`src/rtl/alu_pkg.sv`:
```
// Shared ALU op encodings, flag layout and op-class helpers.
// Latency: none (types and pure functions only).
// Backpressure: not applicable.
package alu_pkg;

    typedef enum logic [2:0] {
        ALU_PASS_B   = 3'b000,
        ALU_ADD      = 3'b010,
        ALU_SUBTRACT = 3'b011,
        ALU_AND      = 3'b100,
        ALU_OR       = 3'b101,
        ALU_XOR      = 3'b110
    } alu_op_t;

    typedef struct packed {
        logic negative;
        logic zero;
        logic overflow;
        logic carry_out;
    } alu_flags_t;

    function automatic logic is_arith(alu_op_t op);
        return (op == ALU_ADD) || (op == ALU_SUBTRACT);
    endfunction

    function automatic logic is_unused_op(logic [2:0] cntrl);
        return (cntrl == 3'b001) || (cntrl == 3'b111);
    endfunction

endpackage

```
`src/rtl/alu.sv`:
```
// 64-bit combinational ALU: PASS_B / ADD / SUBTRACT / AND / OR / XOR.
// Latency: purely combinational, full cycle allotted by the surrounding registers.
// Backpressure: none.
module alu (
    input  logic [63:0] a,
    input  logic [63:0] b,
    input  logic [2:0]  cntrl,
    output logic [63:0] result,
    output logic        carry_out,
    output logic        overflow
);

    logic        sub;
    logic [63:0] b_eff;
    logic [64:0] sum_ext;

    always_comb begin
        sub       = (cntrl == 3'b011);
        b_eff     = sub ? ~b : b;
        sum_ext   = {1'b0, a} + {1'b0, b_eff} + {64'd0, sub};
        carry_out = sum_ext[64];
        // Signed overflow: operands agree in sign but the sum does not.
        overflow  = (a[63] == b_eff[63]) && (sum_ext[63] != a[63]);
        case (cntrl)
            3'b000:  result = b;
            3'b010:  result = sum_ext[63:0];
            3'b011:  result = sum_ext[63:0];
            3'b100:  result = a & b;
            3'b101:  result = a | b;
            3'b110:  result = a ^ b;
            default: result = 64'd0;
        endcase
    end

endmodule

```
`src/rtl/rr_arbiter.sv`:
```
// Round-robin one-hot grant over NREQ requests, searching from last_grant+1.
// Latency: grant is combinational; pointer updates on the edge where advance is high.
// Backpressure: requests not granted simply stay pending.
module rr_arbiter #(
    parameter int NREQ  = 2,
    parameter int IDX_W = $clog2(NREQ)
) (
    input  logic              clk,
    input  logic              reset,
    input  logic [NREQ-1:0]   req,
    input  logic              advance,
    output logic [NREQ-1:0]   grant,
    output logic [IDX_W-1:0]  grant_idx
);

    logic [IDX_W-1:0] last_grant_q, last_grant_d;
    logic [IDX_W-1:0] cand;
    logic             found;

    always_comb begin
        grant     = '0;
        grant_idx = '0;
        found     = 1'b0;
        cand      = '0;
        for (int off = 1; off <= NREQ; off++) begin
            cand = IDX_W'((int'(last_grant_q) + off) % NREQ);
            if (!found && req[cand]) begin
                found       = 1'b1;
                grant[cand] = 1'b1;
                grant_idx   = cand;
            end
        end
        last_grant_d = (advance && found) ? grant_idx : last_grant_q;
    end

    always_ff @(posedge clk) begin
        if (reset) begin
            last_grant_q <= IDX_W'(NREQ - 1);
        end else begin
            last_grant_q <= last_grant_d;
        end
    end

endmodule

```
`src/rtl/alu_rr_arbiter.sv`:
```
// Round-robin sharing of one ALU among NREQ requesters; ALU_ARB_ILLEGAL_OP_EN adds rsp_err.
// Latency: accept at edge N, registered response valid after edge N+1; one op per 3 cycles.
// Backpressure: response held in DONE until rsp_ready; no grants while an op is in flight.
module alu_rr_arbiter
    import alu_pkg::*;
#(
    parameter int NREQ = 2,
    parameter int ID_W = $clog2(NREQ)
) (
    input  logic                   clk,
    input  logic                   reset,
    input  logic [NREQ-1:0]        req_valid,
    output logic [NREQ-1:0]        req_ready,
    input  logic [NREQ-1:0][63:0]  req_a,
    input  logic [NREQ-1:0][63:0]  req_b,
    input  logic [NREQ-1:0][2:0]   req_cntrl,
    output logic                   rsp_valid,
    input  logic                   rsp_ready,
    output logic [ID_W-1:0]        rsp_id,
    output logic [63:0]            rsp_result,
`ifdef ALU_ARB_ILLEGAL_OP_EN
    output logic                   rsp_err,
`endif
    output logic [3:0]             rsp_flags
);

    localparam logic [1:0] ST_IDLE = 2'd0;
    localparam logic [1:0] ST_EXEC = 2'd1;
    localparam logic [1:0] ST_DONE = 2'd2;

    logic [1:0]       state_q, state_d;
    logic [63:0]      a_q, a_d, b_q, b_d;
    logic [2:0]       cntrl_q, cntrl_d;
    logic [ID_W-1:0]  id_q, id_d;
    logic             rsp_valid_q, rsp_valid_d;
    logic [ID_W-1:0]  rsp_id_q, rsp_id_d;
    logic [63:0]      rsp_result_q, rsp_result_d;
    alu_flags_t       rsp_flags_q, rsp_flags_d;

    logic [NREQ-1:0]  grant;
    logic [ID_W-1:0]  grant_idx;
    logic             accept;

    logic [2:0]       alu_cntrl;
    logic [63:0]      alu_b;
    logic [63:0]      alu_result;
    logic             alu_carry, alu_ovf;
    alu_flags_t       flags_next;

`ifdef ALU_ARB_ILLEGAL_OP_EN
    logic             rsp_err_q, rsp_err_d;
    logic             op_illegal;
`endif

    rr_arbiter #(.NREQ(NREQ), .IDX_W(ID_W)) u_rr (
        .clk       (clk),
        .reset     (reset),
        .req       (req_valid),
        .advance   (accept),
        .grant     (grant),
        .grant_idx (grant_idx)
    );

    assign req_ready = (state_q == ST_IDLE) ? grant : '0;
    assign accept    = |(req_valid & req_ready);

    always_comb begin
`ifdef ALU_ARB_ILLEGAL_OP_EN
        // Unused encodings become PASS_B of zero so the response is a clean 0.
        op_illegal = is_unused_op(cntrl_q);
        alu_cntrl  = op_illegal ? ALU_PASS_B : cntrl_q;
        alu_b      = op_illegal ? 64'd0 : b_q;
`else
        alu_cntrl  = cntrl_q;
        alu_b      = b_q;
`endif
    end

    alu u_alu (
        .a         (a_q),
        .b         (alu_b),
        .cntrl     (alu_cntrl),
        .result    (alu_result),
        .carry_out (alu_carry),
        .overflow  (alu_ovf)
    );

    always_comb begin
        flags_next.negative  = alu_result[63];
        flags_next.zero      = (alu_result == 64'd0);
        flags_next.overflow  = is_arith(alu_op_t'(alu_cntrl)) && alu_ovf;
        flags_next.carry_out = is_arith(alu_op_t'(alu_cntrl)) && alu_carry;
    end

    always_comb begin
        state_d      = state_q;
        a_d          = a_q;
        b_d          = b_q;
        cntrl_d      = cntrl_q;
        id_d         = id_q;
        rsp_valid_d  = rsp_valid_q;
        rsp_id_d     = rsp_id_q;
        rsp_result_d = rsp_result_q;
        rsp_flags_d  = rsp_flags_q;
`ifdef ALU_ARB_ILLEGAL_OP_EN
        rsp_err_d    = rsp_err_q;
`endif
        case (state_q)
            ST_IDLE: begin
                if (accept) begin
                    a_d     = req_a[grant_idx];
                    b_d     = req_b[grant_idx];
                    cntrl_d = req_cntrl[grant_idx];
                    id_d    = grant_idx;
                    state_d = ST_EXEC;
                end
            end
            ST_EXEC: begin
                rsp_valid_d  = 1'b1;
                rsp_id_d     = id_q;
                rsp_result_d = alu_result;
                rsp_flags_d  = flags_next;
`ifdef ALU_ARB_ILLEGAL_OP_EN
                rsp_err_d    = op_illegal;
`endif
                state_d      = ST_DONE;
            end
            ST_DONE: begin
                if (rsp_ready) begin
                    rsp_valid_d = 1'b0;
                    state_d     = ST_IDLE;
                end
            end
            default: state_d = ST_IDLE;
        endcase
    end

    always_ff @(posedge clk) begin
        if (reset) begin
            state_q      <= ST_IDLE;
            a_q          <= '0;
            b_q          <= '0;
            cntrl_q      <= '0;
            id_q         <= '0;
            rsp_valid_q  <= 1'b0;
            rsp_id_q     <= '0;
            rsp_result_q <= '0;
            rsp_flags_q  <= '0;
`ifdef ALU_ARB_ILLEGAL_OP_EN
            rsp_err_q    <= 1'b0;
`endif
        end else begin
            state_q      <= state_d;
            a_q          <= a_d;
            b_q          <= b_d;
            cntrl_q      <= cntrl_d;
            id_q         <= id_d;
            rsp_valid_q  <= rsp_valid_d;
            rsp_id_q     <= rsp_id_d;
            rsp_result_q <= rsp_result_d;
            rsp_flags_q  <= rsp_flags_d;
`ifdef ALU_ARB_ILLEGAL_OP_EN
            rsp_err_q    <= rsp_err_d;
`endif
        end
    end

    assign rsp_valid  = rsp_valid_q;
    assign rsp_id     = rsp_id_q;
    assign rsp_result = rsp_result_q;
    assign rsp_flags  = rsp_flags_q;
`ifdef ALU_ARB_ILLEGAL_OP_EN
    assign rsp_err    = rsp_err_q;
`endif

endmodule

```
`config.mk`:
```
export PLATFORM = sky130hd
export DESIGN_NAME = alu_rr_arbiter
export DESIGN_NICKNAME = d
export VERILOG_FILES = /design/src/rtl/alu_pkg.sv /design/src/rtl/alu.sv /design/src/rtl/rr_arbiter.sv /design/src/rtl/alu_rr_arbiter.sv
export SDC_FILE = /design/constraint.sdc
export NUM_CORES = 1
export LEC_CHECK = 0
export CORE_MARGIN = 4
export CORE_UTILIZATION = 54
export CTS_CLUSTER_SIZE = 24
export DETAILED_ROUTE_END_ITERATION = 16
export PLACE_DENSITY = 0.86
export SLEW_MARGIN = 10
export SYNTH_ARGS = -nofsm -noshare
export SYNTH_HDL_FRONTEND = slang
export SYNTH_SLANG_ARGS = --single-unit
export TNS_END_PERCENT = 20
```
`constraint.sdc`:
```
create_clock -name clk -period 6.9 [get_ports clk]
set_input_delay 1.035 -clock clk [delete_from_list [all_inputs] [get_ports clk]]
set_output_delay 1.035 -clock clk [all_outputs]
set_load 0.02 [all_outputs]
```
==> results of run 1 <==
[placed cells by master, fill, tap and decap left out, types with 7 or more instances in the layout]
cell | Yosys | layout
nand4_1 | 35 | 35
nand3_1 | 16 | 16
a221o_1 | 11 | 11
dfxtp_1 | 204 | 201
inv_1 | 147 | 147
xnor2_1 | 86 | 86
o211ai_1 | 37 | 37
and4_1 | 7 | 7
xor2_1 | 25 | 25
a21o_1 | 30 | 30
o31ai_1 | 7 | 7
clkbuf_1 | 116 | 7
or3_1 | 11 | 11
a21oi_1 | 136 | 136
mux2i_1 | 157 | 157
and3_1 | 10 | 10
nand2_1 | 123 | 122
o22ai_1 | 24 | 24
nor4_1 | 9 | 9
ha_1 | 206 | 206
a22oi_1 | 37 | 37
a22o_1 | 13 | 13
clkdlybuf4s50_1 | 0 | 337
buf_4 | 4 | 23
o21bai_1 | 12 | 12
nand2b_1 | 10 | 10
clkbuf_16 | 0 | 24
a31oi_1 | 10 | 10
o21a_1 | 10 | 10
a211oi_1 | 170 | 170
nor2_1 | 262 | 262
o21ai_0 | 69 | 68
nor3_1 | 35 | 34
[Yosys cell counts (25+ instances only)]
cell type  number  share of area [%]
dfxtp_1       204                 23
nand4_1        35                1.2
xor2_1         25                1.2
nor2_1        262                5.6
a211oi_1      170                7.3
nor3_1         35                1.0
a22oi_1        37                1.6
a21oi_1       136                3.9
o211ai_1       37                1.6
a21o_1         30                1.3
o21ai_0        69                2.0
mux2i_1       157                8.9
nand2_1       123                2.6
ha_1          206                 15
clkbuf_1      116                2.5
inv_1         147                3.1
xnor2_1        86                4.3
[metrics by stage]
| step | setup WS (ns) | total power, mW | utilization (%) | cell area, µm² |
|---|---|---|---|---|
| 3_5_place_dp | 1.75 | 4.37 | 66.3 | 21100 |
| 6_report | 1.66 | 5.66 | 68.6 | 21800 |
| 3_3_place_gp | 1.82 | 4.29 | 66.3 | 21100 |
| 4_1_cts | 1.72 | 5.62 | 68.6 | 21800 |
| 5_1_grt | 1.29 | 5.98 | 68.6 | 21800 |
| 2_1_floorplan | 1.86 | 3.44 | - | 17600 |
[per-layer routing]
| layer | part of all wire (%) | vias to the layer above | track usage, % |
|---|---|---|---|
| li1 | - | 8398 | - |
| met1 | 43 | 8568 | 46.0 |
| met2 | 46 | 822 | 56.9 |
| met3 | 8.1 | 115 | 4.63 |
| met4 | 3.1 | 0 | 9.81 |
| met5 | 0 | - | 0 |
[worst paths after layout]
| kind | startpoint | depth (start not counted) | to |
|---|---|---|---|
| hold / removal | rsp_flags[0]$_SDFFE_PP0P_ | 2 | rsp_flags[0]$_SDFFE_PP0P_ |
| setup / recovery | alu_cntrl[1]$_SDFFE_PP0P_ | 16 | rsp_flags[2]$_SDFFE_PP0P_ |
| hold reg to reg | rsp_flags[0]$_SDFFE_PP0P_ | 2 | rsp_flags[0]$_SDFFE_PP0P_ |
| setup reg to reg | alu_cntrl[1]$_SDFFE_PP0P_ | 16 | rsp_flags[2]$_SDFFE_PP0P_ |
[registers in the layout, indices dropped and copies added, names as in the netlist]
| signal | flops |
|---|---|
| rsp_valid | 1 |
| rsp_flags | 3 |
| a_q | 64 |
| alu_b | 64 |
| state_q | 2 |
| u_rr.last_grant_q | 1 |
| rsp_result | 64 |
| rsp_id | 1 |
| id_q | 1 |
| alu_cntrl | 3 |
[kinds of logic after synthesis]
family	synth area share, %
fa+ha+maj	14.8
compound gates	25.2
mux	9.20
buf+inv	7.18
xor+xnor	5.53
flops	23.2
simple gates	14.9
[area by class of cell]
type / count / share of cell area (%)
multi-input cells: 1679 / 56.3
flip-flops and latches: 204 / 18.7
repair buffers: 363 / 16.5
clock buffers: 37 / 3.25
inverters: 147 / 2.53
well taps: 435 / 2.49
clock inverters: 5 / 0.212
[power breakdown]
group	switching [mW]	total, mW	internal, mW	leakage (nW)
clock	0.525	1.23	0.706	0.366
sequential	0.249	1.62	1.37	1.69
combinational	1.70	2.82	1.12	6.82
total	2.47	5.66	3.19	8.88
[critical path, delay by kind of cell (launching register included)]
family          cells  cell delay [ns]
mux                 1             0.25
fa+ha+maj           1             0.49
compound gates      3             1.08
flops               1             0.32
simple gates        9             2.56
xor+xnor            2             0.38
==> out/summary.txt, run 1 <==
synthesized flop and latch total: 204
vias in the first global route: 17,600
clk_skew: 0.0160 ns
# setup viols final: 0
CTS HTree Levels: 1
Crit path arrival time: 5.69 ns
Area Growth Syn to Fin: 24.2%
Worst Path Required: 7.35 ns
DRC violations left: 0
crit path cell chain: nor2b_4, nand2_4, xnor2_1, ha_1, nand4_1, nor4_1, a21oi_1, nand2_1, and3b_1, mux2i_1, xor2_1, a222oi_1, and4_1, and4b_1, nand4_1, o41ai_2
Vert. Die Dim: 188 µm
first-pass GRT wire length: 98,200 µm
Sequential Area: 4090 µm²
initial antenna violation count: 0
# rows: 65
Critical Path End Type: flip-flop
Buffers on Ports: 338
DP HPWL: 48,300 µm
synthesized area per cell: 8.03 µm²
post-placement cell count: 2,828
Mapped Cells: 2,188
Worst Hold Slack: 0.452 ns
Worst path most repeated cell: nand4_1
TritonCTS Buffers: 24
Worst-Skew Late Latency: 0.55 ns
number of distinct library cells after synthesis: 91
Hold Violations, Final: 0
critical path type: flip-flop to flip-flop
Post-Layout Cell Count: 2,870
Hold Path Class: flip-flop to flip-flop
RSZ-0062 raised after global routing: no
Cell Pwr Density: 260 nW/µm²
flop2flop setup slack: 1.66 ns
fraction of registers with async set/reset: 0%
Multi-input gate area: 12,300 µm²
nets: 2,893
worst-path fanout max: 40
Worst slew margin: 29.7%
Core ar.: 31,800 µm²
Final period util: 76.0%
CP max stage delay: 0.65 ns
crit path launch type: flip-flop
share of post-route cells with drive strength above 1: 4.23%
Max Slew Vio Count: 0
sequential area share after synthesis: 23.2%
clock root cell: clkbuf_16
largest net degree at the start of global routing: 133
FMAX: 0.191 GHz
Avg Vias per Cell: 6.24
drt initial violations: 1,503
# resized after CTS: 0
max cap viols: 0
post-route minimum period: 5.24 ns
die area: 35,500 µm²
final wirelength: 63,400 µm
Post-CTS Setup Bufs: 0
# clock sinks: 204
commonest register cell after synthesis: dfxtp_1
worst ir drop on vdd: 271 µV
CTS clk-pin slew, worst paths: 0.06 ns
Post-Syn Area: 17,600 µm²
remaining antenna violation count: 0
Setup TNS Final: 0 ns
Post-synth EDFFs: 0
slew of the pin with the lowest slew margin: 1.05 ns
n_diodes: 0
grt ovf: 0
Fill cells: 2,464
maximum clock insertion buffer count: 3
outcome: completed
Starting Density: 55.3%
yosys warns: 0
routed vias: 17,900
Lkg Pwr: 8.88 nW
gr usage total: 34.0%
TritonCTS clock tree: built
post-synthesis net count: 2,662
routability cong.: 1.03
drt wl/cell: 22.1 µm
post-cts hold buffer count: 0
First-pass DRT Iterations: 5
CP max stage cell: nor4_1
Die X: 188 µm
I/O pins: 339
(Power assumes the default switching activity.)
==> run 2: changes to the inputs <==
Clock period 6.9 ns to 4.9 ns, I/O delays scaled along.
==> out/summary.txt, run 2 (same netlist as run 1, synthesis figures left out) <==
routed vias: 18,000 (+0.80%)
Buffers on Ports: 338 (unchanged)
Post-Layout Cell Count: 2,890 (+0.70%)
post-cts hold buffer count: 0 (unchanged)
CTS HTree Levels: 1 (unchanged)
outcome: completed
clk_skew: 0.00630 ns (-0.00969 ns)
n_diodes: 0 (unchanged)
worst ir drop on vdd: 431 µV (+59%)
clock root cell: clkbuf_16
Vert. Die Dim: 188 µm (unchanged)
drt initial violations: 1,581 (+5.2%)
gr usage total: 34.3% (+0.34 points)
First-pass DRT Iterations: 5 (unchanged)
WP buf/inv: 1 (+1)
routability cong.: 1.00 (-2.1%)
largest net degree at the start of global routing: 133 (unchanged)
max cap viols: 0 (unchanged)
Worst path most repeated cell: xnor2_1
crit path launch type: flip-flop
critical path type: flip-flop to flip-flop
Crit path arrival time: 5.20 ns (-0.49 ns)
DP HPWL: 48,600 µm (+0.66%)
Core ar.: 31,800 µm² (unchanged)
Cell Pwr Density: 368 nW/µm² (+42%)
Worst Path Required: 5.35 ns (-2.00 ns)
Critical Path End Type: flip-flop
initial antenna violation count: 0 (unchanged)
worst setup margin: 0.148 ns (-1.51 ns)
# rows: 65 (unchanged)
crit path launch: alu_cntrl[1]$_SDFFE_PP0P_
commonest non-fill, non-tap cells in the layout: 337 x clkdlybuf4s50_1, 262 x nor2_1, 206 x ha_1
Max Slew Vio Count: 0 (unchanged)
Area Growth Syn to Fin: 25.5%
Lkg Pwr: 9.02 nW (+1.6%)
Setup TNS Final: 0 ns (unchanged)
Die X: 188 µm (unchanged)
post-route minimum period: 4.75 ns (-0.490 ns)
final wirelength: 64,000 µm (+0.92%)
first-pass GRT wire length: 99,600 µm (+1.3%)
Largest delay share family, worst path: compound AO/OA/AOI/OAI gates
DRC violations left: 0 (unchanged)
Hold Path Class: flip-flop to flip-flop
HP Start: rsp_id$_SDFFE_PP0P_
worst-path fanout max: 33 (-18%)
most common cell after layout, fill and taps aside: clkdlybuf4s50_1
CP max stage cell: nor4_1
maximum clock insertion buffer count: 3 (unchanged)
Final period util: 97.0% (+21 points)
Power Total: 8.12 mW (+43%)
# clock sinks: 204 (unchanged)
FMAX: 0.210 GHz (+10%)
RSZ-0062 raised after global routing: no
pre-CTS setup slack: -0.0907 ns (-1.84 ns)
worst flop-to-flop path startpoint: alu_cntrl[1]$_SDFFE_PP0P_
drt wl/cell: 22.1 µm (+0.22%)
post-placement cell count: 2,847 (+0.67%)
Worst-Skew Late Latency: 0.54 ns (about the same)
nets: 2,914 (+0.73%)
Worst slew margin: 28.3% (-1.4 points)
die area: 35,500 µm² (unchanged)
cell area after layout: 22,100 µm² (+1.1%)
CTS clk-pin slew, worst paths: 0.06 ns (about the same)
CP max stage delay: 0.49 ns (-0.16 ns)
remaining antenna violation count: 0 (unchanged)
DP Area: 21,200 µm² (+0.83%)
slew of the pin with the lowest slew margin: 1.08 ns (+0.0239 ns)
# setup viols final: 0 (unchanged)
Sequential Area: 4090 µm² (unchanged)
Multi-input gate area: 12,300 µm² (+0.22%)
Hold Violations, Final: 0 (unchanged)
share of post-route cells with drive strength above 1: 5.21% (+0.98 points)
grt ovf: 0 (unchanged)
Fill cells: 2,423 (-1.7%)
crit path cell chain: nor2b_4, nand2_4, buf_12, xnor2_1, ha_1, a21oi_1, o21ai_1, a221oi_2, o22ai_1, a211oi_1, nand2_1, xnor2_1, o21ai_0, nor4_1, and4_2, nand4_1, o41ai_2
Avg Vias per Cell: 6.24 (+0.10%)
TritonCTS clock tree: built
TritonCTS Buffers: 24 (unchanged)
Starting Density: 55.3% (unchanged)
vias in the first global route: 17,800 (+1.2%)
I/O pins: 339 (unchanged)
-- run 2: layout make-up --
type | instances | share of cell area, %
Clock buffer | 35 | 3.18
Clock inverter | 6 | 0.335
Sequential cell | 204 | 18.5
Timing Repair Buffer | 384 | 17.2
Tap cell | 435 | 2.47
Inverter | 147 | 2.50
Multi-Input combinational cell | 1679 | 55.8
-- run 2: final timing paths --
path	cells past startpoint	to	slack, ns
max reg2reg	17	rsp_flags[2]$_SDFFE_PP0P_	0.15
min reg2reg	2	rsp_id$_SDFFE_PP0P_	0.46
max	17	rsp_flags[2]$_SDFFE_PP0P_	0.15
min	2	rsp_id$_SDFFE_PP0P_	0.46
-- run 2: layer usage --
layer	routed length, µm	vias to the layer above	part of all wire [%]	track usage [%]
met2	29600	805	46	57.4
met4	1780	0	2.8	8.63
met3	4460	129	7.0	4.78
li1	-	8413	-	-
met5	0	-	0	0
met1	28100	8699	44	46.9
-- run 2: report_power, final --
part / switching, mW / internal, mW / leakage [nW]
clock network: 0.748 / 1.04 / 0.370
logic: 2.44 / 1.63 / 6.96
registers: 0.337 / 1.92 / 1.69
total: 3.52 / 4.59 / 9.02
-- run 2: per-stage QoR --
step           hold WS [ns]  utilization, %
2_1_floorplan         0.428               -
3_3_place_gp          0.439            66.8
3_5_place_dp          0.449            66.8
4_1_cts               0.469            69.3
5_1_grt               0.493            69.4
6_report              0.461            69.4
-- run 2: worst min-delay path, cell delays in order (launching register included) --
cell and delay [ns]:
dfxtp_1 0.31, nand2_1 0.05, a21oi_1 0.06
-- run 2: timing repair --
| action | in CTS | in global routing |
|---|---|---|
| pin swaps | 1 | 0 |
| hold endpoints to repair | 0 | 0 |
| setup buffers | 2 | 0 |
| setup endpoints to repair | 1 | 1 |
| resized for setup | 0 | 3 |
==> run 3: changes to the inputs <==
Settings changed: GPL_ROUTABILITY_DRIVEN from default to 1.
==> results of run 3 <==
The final DEF is identical to that of run 2; final timing and power are the same.
==> RTL edit: new RTL, config.mk and constraints of run 2 <==
The option `ALU_ARB_ILLEGAL_OP_EN` is turned on by a define.
--- a/src/rtl/alu_rr_arbiter.sv
+++ b/src/rtl/alu_rr_arbiter.sv
@@ -1,6 +1,8 @@
 // Round-robin sharing of one ALU among NREQ requesters; ALU_ARB_ILLEGAL_OP_EN adds rsp_err.
 // Latency: accept at edge N, registered response valid after edge N+1; one op per 3 cycles.
 // Backpressure: response held in DONE until rsp_ready; no grants while an op is in flight.
+`define ALU_ARB_ILLEGAL_OP_EN
+
 module alu_rr_arbiter
     import alu_pkg::*;
 #(
New outputs: rsp_err. Function: not settled (the Yosys comparison gave no result); the edit may change what the design does.
==> RTL edit against run 2 <==
  * Routed wire length is 7.7% higher
  * Worst setup slack lost 0.053 ns
  * Sequential cell count rose by 1
  * Critical path depth stayed put
  * Design area increased by 7.9%
  * Critical endpoint unchanged
  * Power grew 7.4%
  * Synthesized area up 4.0%
  * Largest power group unchanged
  * Global-route usage grew 0.80 points
==> RTL edit: results (changes against run 2) <==
CP top delay family simple AND/OR/NAND/NOR gates; maximum fanout along the worst path 12 (-64%); Pre-Repair DR Iteration Count 7 (+2); Ys Warns 0 (unchanged); Fillers 2644 (+9.1%); register area share after synthesis 22.4% (-0.79 points); Port Buffers 339 (+0.30%); Global Route Usage Sum 35.1% (+0.80 points); Post-Place Worst Slack -0.115 ns (-0.0244 ns); leading post-synthesis cells by instance count nor2_1, nand2_1, ha_1; worst clock skew 0.0124 ns (+0.00607 ns); count of cell types in the netlist 84 (-7.7%); via count 20064 (+11%); Nets 3204 (+10%); vias in the first global route 19445 (+9.0%); WL final 68.9 mm (+7.7%); power share of the clock group 20.6% (-1.4 points); first-pass GRT wire length 105 mm (+5.5%); DR iter-0 viols 2153 (+36%); critical path arrival 5.26 ns (+0.06 ns); status finished clean; Synth area leaders dfxtp_1, ha_1, mux2i_1; largest net degree at the start of global routing 152 (+14%); r2r setup slk 0.09 ns (-0.05 ns); hold wc startpoint rsp_result[9]$_SDFFE_PP0P_; Pleak 10.2 nW (+13%); Max VDD drop 0.286 mV (-34%); Setup crit start cntrl_q[2]$_SDFFE_PP0P_; Final min period 4.81 ns (+0.0534 ns); Post-DP HPWL 52.1 mm (+7.2%); gpl congestion 0.985 (-1.8%); share of cells above drive strength 1 9.39% (+4.2 points); crit path max-delay cell type or4_4; internal power 4.87 mW (+6.1%)
-- RTL edit: cell count changes in the layout (fill, tap and decap cells not counted), moves of 36 or more --
cell     change
mux2i_1     +43
o21ai_0     +53
o22ai_1     +36
buf_4       +93
xnor2_1     -61
nand2_1    +116
-- RTL edit: what timing repair did --
action,CTS,global route
resized for setup,6,57
gates cloned,0,1
setup buffers,9,11
pin swaps,2,17
setup endpoints to repair,1,1
-- RTL edit: cell type report --
cell class	count	area, um2	share of cell area [%]
repair buffers	484	4610	19.4
well taps	448	561	2.35
flip-flops and latches	205	4110	17.3
clock buffers	38	756	3.17
multi-input cells	1861	13200	55.3
clock inverters	5	25.0	0.105
inverters	154	578	2.43
-- RTL edit: logic make-up (layout without fill, tap and decap cells) --
logic type               after synthesis  count (layout)  share of synthesized area [%]
multiplexers                         207             207                           11.5
flip-flops                           205             205                           22.4
adder cells (fa/ha/maj)              207             207                           14.2
AND/OR/NAND/NOR                      694             694                           16.8
buffers and inverters                327             681                           7.04
AO/OA/AOI/OAI                        713             713                           26.1
XOR/XNOR                              40              40                           1.92
-- RTL edit: metrics by stage --
step | hold WS, ns | cells | area, um2 | utilization, %
after floorplan | 0.428 | 2393 | 18400 | -
after global placement | 0.436 | 3131 | 22600 | 67.6
after detailed placement | 0.457 | 3131 | 22600 | 67.6
after global routing | 0.505 | 3195 | 23800 | 71.2
after CTS | 0.473 | 3183 | 23500 | 70.3
final | 0.480 | 3195 | 23800 | 71.2
-- RTL edit: metal layers --
| metal | share of wire [%] | track usage [%] |
|---|---|---|
| met1 | 41 | 46.3 |
| met2 | 46 | 58.3 |
| met5 | 0 | 0 |
| met4 | 3.4 | 11.4 |
| met3 | 9.8 | 6.23 |
